[config.mk]
export PLATFORM = sky130hd
export DESIGN_NAME = mdu_ctrl
export DESIGN_NICKNAME = d
export VERILOG_FILES = /design/src/rtl/mdu_ctrl_pkg.sv /design/src/rtl/mdu_ctrl.sv
export SDC_FILE = /design/constraint.sdc
export NUM_CORES = 1
export LEC_CHECK = 0
export BUFFER_PORTS_ARGS = -buffer_cell sky130_fd_sc_hd__buf_2
export CORE_MARGIN = 4
export CORE_UTILIZATION = 30
export DETAILED_ROUTE_END_ITERATION = 7
export PLACE_DENSITY = 0.55
export RECOVER_POWER = 100
export SLEW_MARGIN = 20
export SYNTH_ARGS = -nofsm -noshare
export SYNTH_HDL_FRONTEND = slang
export SYNTH_SLANG_ARGS = --single-unit
[constraint.sdc]
create_clock -name clk -period 5.2 [get_ports clk]
set_input_delay 0.52 -clock clk [delete_from_list [all_inputs] [get_ports clk]]
set_output_delay 0.52 -clock clk [all_outputs]
set_load 0.02 [all_outputs]
[src/rtl/mdu_ctrl_pkg.sv]
// Shared encodings for the EX-stage mul/div sequencer: opcodes, MDU select codes and FSM states.
package mdu_ctrl_pkg;

    localparam logic [1:0] MDU_OP_MULT  = 2'b00;
    localparam logic [1:0] MDU_OP_MULTU = 2'b01;
    localparam logic [1:0] MDU_OP_DIV   = 2'b10;
    localparam logic [1:0] MDU_OP_DIVU  = 2'b11;

    localparam logic [1:0] MDU_SEL_IDLE = 2'b00;
    localparam logic [1:0] MDU_SEL_MUL  = 2'b01;
    localparam logic [1:0] MDU_SEL_DIV  = 2'b10;

    typedef enum logic [1:0] {
        ST_IDLE  = 2'd0,
        ST_BUSY  = 2'd1,
        ST_DONE  = 2'd2,
        ST_DRAIN = 2'd3
    } mdu_state_t;

    function automatic logic [1:0] op_sel(input logic [1:0] op);
        return op[1] ? MDU_SEL_DIV : MDU_SEL_MUL;
    endfunction

    function automatic logic op_signed(input logic [1:0] op);
        return ~op[0];
    endfunction

endpackage

[src/rtl/mdu_ctrl.sv]
// Sequencer between EX and the shared iterative mul/div unit: start/annul handshake,
// pipeline stall, HI/LO write strobe, flush abort and watchdog abort.
module mdu_ctrl
    import mdu_ctrl_pkg::*;
#(
    parameter int DATA_W         = 32,
    parameter int TIMEOUT_CYCLES = 64,
    parameter int DRAIN_CYCLES   = 2
) (
    input  logic                  clk,
    input  logic                  rst,
    input  logic                  req_i,
    input  logic [1:0]            req_op_i,
    input  logic [DATA_W-1:0]     rs_i,
    input  logic [DATA_W-1:0]     rt_i,
    input  logic                  flush_i,
    output logic                  stall_o,
    output logic                  busy_o,
    output logic                  hilo_we_o,
    output logic [DATA_W-1:0]     hi_o,
    output logic [DATA_W-1:0]     lo_o,
    output logic                  timeout_o,
    output logic                  mdu_start_o,
    output logic                  mdu_annul_o,
    output logic                  mdu_signed_o,
    output logic [1:0]            mdu_sel_o,
    output logic [DATA_W-1:0]     mdu_op1_o,
    output logic [DATA_W-1:0]     mdu_op2_o,
    input  logic [2*DATA_W-1:0]   mdu_result_i,
    input  logic                  mdu_ready_i
);

    localparam logic [6:0] WDOG_LAST  = 7'(TIMEOUT_CYCLES - 1);
    localparam logic [6:0] DRAIN_LAST = 7'(DRAIN_CYCLES - 1);

    mdu_state_t state_q, state_d;
    logic [6:0] cnt_q, cnt_d;
    logic [1:0] sel_q;
    logic       signed_q;
    logic       accept;
    logic       capture;
    logic       wdog_fire;

    always_comb begin
        state_d   = state_q;
        cnt_d     = cnt_q + 7'd1;
        accept    = 1'b0;
        capture   = 1'b0;
        wdog_fire = 1'b0;
        stall_o   = 1'b0;
        case (state_q)
            ST_IDLE: begin
                cnt_d = 7'd0;
                if (req_i && !flush_i) begin
                    accept  = 1'b1;
                    stall_o = 1'b1;
                    state_d = ST_BUSY;
                end
            end
            ST_BUSY: begin
                stall_o = 1'b1;
                // flush outranks a simultaneous ready: the result is discarded
                if (flush_i) begin
                    state_d = ST_DRAIN;
                    cnt_d   = 7'd0;
                end else if (mdu_ready_i) begin
                    capture = 1'b1;
                    state_d = ST_DONE;
                    cnt_d   = 7'd0;
                end else if (cnt_q == WDOG_LAST) begin
                    wdog_fire = 1'b1;
                    state_d   = ST_DRAIN;
                    cnt_d     = 7'd0;
                end
            end
            ST_DONE: begin
                cnt_d   = 7'd0;
                state_d = ST_IDLE;
            end
            ST_DRAIN: begin
                if (cnt_q == DRAIN_LAST) begin
                    cnt_d   = 7'd0;
                    state_d = ST_IDLE;
                end
            end
            default: begin
                cnt_d   = 7'd0;
                state_d = ST_IDLE;
            end
        endcase
    end

    // Handshake outputs decode directly from state so start and the write strobe never overlap
    assign busy_o       = (state_q != ST_IDLE);
    assign mdu_start_o  = (state_q == ST_BUSY);
    assign hilo_we_o    = (state_q == ST_DONE);
    assign mdu_annul_o  = (state_q == ST_DRAIN) && (cnt_q == 7'd0);
    assign mdu_sel_o    = busy_o ? sel_q : MDU_SEL_IDLE;
    assign mdu_signed_o = busy_o & signed_q;

    always_ff @(posedge clk or posedge rst) begin
        if (rst) begin
            state_q   <= ST_IDLE;
            cnt_q     <= 7'd0;
            timeout_o <= 1'b0;
            sel_q     <= MDU_SEL_IDLE;
            signed_q  <= 1'b0;
            mdu_op1_o <= '0;
            mdu_op2_o <= '0;
            hi_o      <= '0;
            lo_o      <= '0;
        end else begin
            state_q <= state_d;
            cnt_q   <= cnt_d;
            if (wdog_fire) begin
                timeout_o <= 1'b1;
            end
            if (accept) begin
                sel_q     <= op_sel(req_op_i);
                signed_q  <= op_signed(req_op_i);
                mdu_op1_o <= rs_i;
                mdu_op2_o <= rt_i;
            end
            if (capture) begin
                {hi_o, lo_o} <= mdu_result_i;
            end
        end
    end

endmodule

==> impl_metrics.yaml <==
status:
  status: "complete, but fails checks"
  violations: "max-capacitance violations, max-slew violations"
setup_path:
  reg2reg_from: "state_q[1]"
  reg2reg_slack_ns: 1.77
  arrival_ns: 3.70
  cp_slowest_cell: "clkbuf_1"
  crit_path_max_fanout: 43
  cp-start-kind: "register"
  cp-end-kind: "register"
  cpLargestDelayFamily: "buffers and inverters"
  path_cells: "nor4b_1 -> clkbuf_1 -> mux2_2"
  worstPathRequired_ns: 5.48
  cp_num_buf_inv: 1
  r2r_cells: 3
  r2r-end: "mdu_op2_o[31]"
  slowest_delay_ns: 1.78
  path_class: "register to register"
synthesis:
  avgSynthCellArea_um2: 16.7
  synth_seq_area_share_pct: 61.6
  synthTopCellsByArea: "dfrtp_1 62%, mux2_4 16%, mux2_2 14%"
  synth_ff_type: "dfrtp_1"
  synthArstFlopShare_pct: 100
  netlist_area_um2: 5730
  synth.largest_area_cell: "dfrtp_1"
  synthesis.nets: 481
  synth_top_area_share_pct: 61.6
  synthCells: 343
  synth-seq-cells: 141
  post_synth_num_cell_types: 36
  synth_edf_count: 0
  yosys_warnings: 0
pwr:
  max-vdd-ir-drop_mv: 0.277
  power.leakage_nw: 3.36
  cellPowerDensity_nw_per_um2: 680
die:
  core_um2: 18800
  die_w_um: 146
  rows: 50
  initial_core_util_pct: 30.5
  boundaryPins: 272
  die_h_um: 146
  die_area_um2: 21400
worst_hold_path:
  hold-path-endpoint: "signed_q"
  min-delay-start: "req_op_i[0]"
  hold_path_depth: 2
  worstHoldPathType: "primary input to register"
cells_and_area:
  n_fill_cell: 1935
  nets: 760
  multi_input_area_um2: 1800
  syn_to_final_growth_pct: 30.6
  final_cells: 867
  most-common-layout-cells: "143 x clkbuf_1, 141 x dfrtp_1, 133 x buf_2"
  seqCellArea_um2: 3530
  drive_gt1_share_pct: 37.4
  final_common_cell: "clkbuf_1"
  diodes: 0
  post-route-util_pct: 39.9
placement:
  buffer_ports.inserted: 271
  dp_hpwl_um: 10600
  place_inst: 837
  gp_congestion: 0.749
  pre_cts_ws_ns: 2.43
sta:
  timing.max_slew.rel_slack_pct: -64.4
  period_needed_ns: 3.43
  setup_viol: 0
  hold_viol_final: 0
  fin_crit_sh_pct: 65.9
  setup_slack_ns: 1.77
  fmax_mhz: 292
  tightest_slew_ns: 2.47
  fin_skew_ns: 0.00519
  rsz0062_at_grt: "no"
  whs_ns: 0.281
  setup_tns_ns: 0
  slew_violations: 120
global_routing:
  gr-usage-all-layers_pct: 13.6
  grt_pass1_vias: 4257
  grt_max_degree: 97
  antenna_found_initial: 0
  grt_pass1_wl_um: 23300
  overflow: 0
clocking:
  hold_buffers: 0
  clock_sinks: 141
  cts_buffer_depth: 2
  cts_tree: "built"
  htree_levels: 4
  post-cts-setup-buffer-count: 0
  cts_buffers: 17
  cts-root-buf: "clkbuf_16"
  clkSlewWorstSetupHoldPaths_ns: 0.06
  cts_resized: 0
  clk_latency_ns: 0.41
detailed_routing:
  routed_wl_um: 14200
  wl_per_cell_um: 16.4
  drc: 0
  antenna_left: 0
  vias: 3814
  drtIter0Drc: 64
  drt_first_pass_iters: 4
  drt-vias-per-instance: 4.40
run:
  drv_cap: 3
## worst max-delay path by stage
stage	startpoint	to	slack, ns	cells past startpoint
finish	state_q[1]	mdu_op2_o[31]	1.77	3
global route	rst	hi_o[22]	1.33	3
CTS	state_q[0]	hi_o[28]	2.47	4
detailed placement	flush_i	hi_o[28]	2.43	5
global placement	flush_i	hi_o[28]	2.50	5
floorplan	rst	cnt_q[0]	0.90	1
## routing by layer
layer  global-route usage [%]  wire [um]  up-vias
met5                        0          0        -
met4                     4.75        258        0
met3                     5.49       1110       19
met2                     22.4       7040      159
met1                     16.1       5810     1866
li1                         -          -     1770
## sequential cells by signal, indices dropped and copies added, names as in the netlist
register and flops:
cnt_q 7, hi_o 32, lo_o 32, mdu_op1_o 32, mdu_op2_o 32, sel_q 2, signed_q 1, state_q 2
timeout_o 1
## layout make-up
type                            count  area share [%]
Tap cell                          234            3.91
Sequential cell                   141            47.2
Timing Repair Buffer              276            16.1
Clock buffer                       19            6.05
Inverter                            8           0.468
Multi-Input combinational cell    178            24.1
Clock inverter                     11            2.24
## cell usage after synthesis, types with 4 or more instances
cell type  number
a21oi_1         5
buf_2           5
buf_6           7
dfrtp_1       141
inv_1           8
mux2_2         69
mux2_4         60
nor2_1          6
nor2b_1         4
## power breakdown
part	switching (mW)	internal [mW]	total, mW
clock network	0.452	0.822	1.27
logic	1.22	0.673	1.89
registers	0.297	1.63	1.93
## metrics by stage
| stage | instance area, um^2 | total power, mW |
|---|---|---|
| 6_report | 7480 | 5.09 |
| 5_1_grt | 7480 | 5.41 |
| 4_1_cts | 7920 | 5.55 |
| 3_5_place_dp | 7300 | 4.23 |
| 3_3_place_gp | 7300 | 4.17 |
| 2_1_floorplan | 5730 | 3.43 |
## worst register-to-register path: stages, from the launching register on
cell and delay [ns]:
dfrtp_1 0.52, nor4b_1 0.51, clkbuf_1 1.78, mux2_2 0.50
## cell families (layout without fill, tap and decap cells)
logic type	Yosys count	in the layout	synth area share, %
flip-flops	141	141	61.6
XOR/XNOR	3	3	0.459
multiplexers	130	130	29.5
buffers and inverters	24	314	2.79
adder cells (fa/ha/maj)	3	3	0.655
AND/OR/NAND/NOR	25	25	2.69
AO/OA/AOI/OAI	17	17	2.38
No activity file was read; power rests on OpenSTA's default activity.
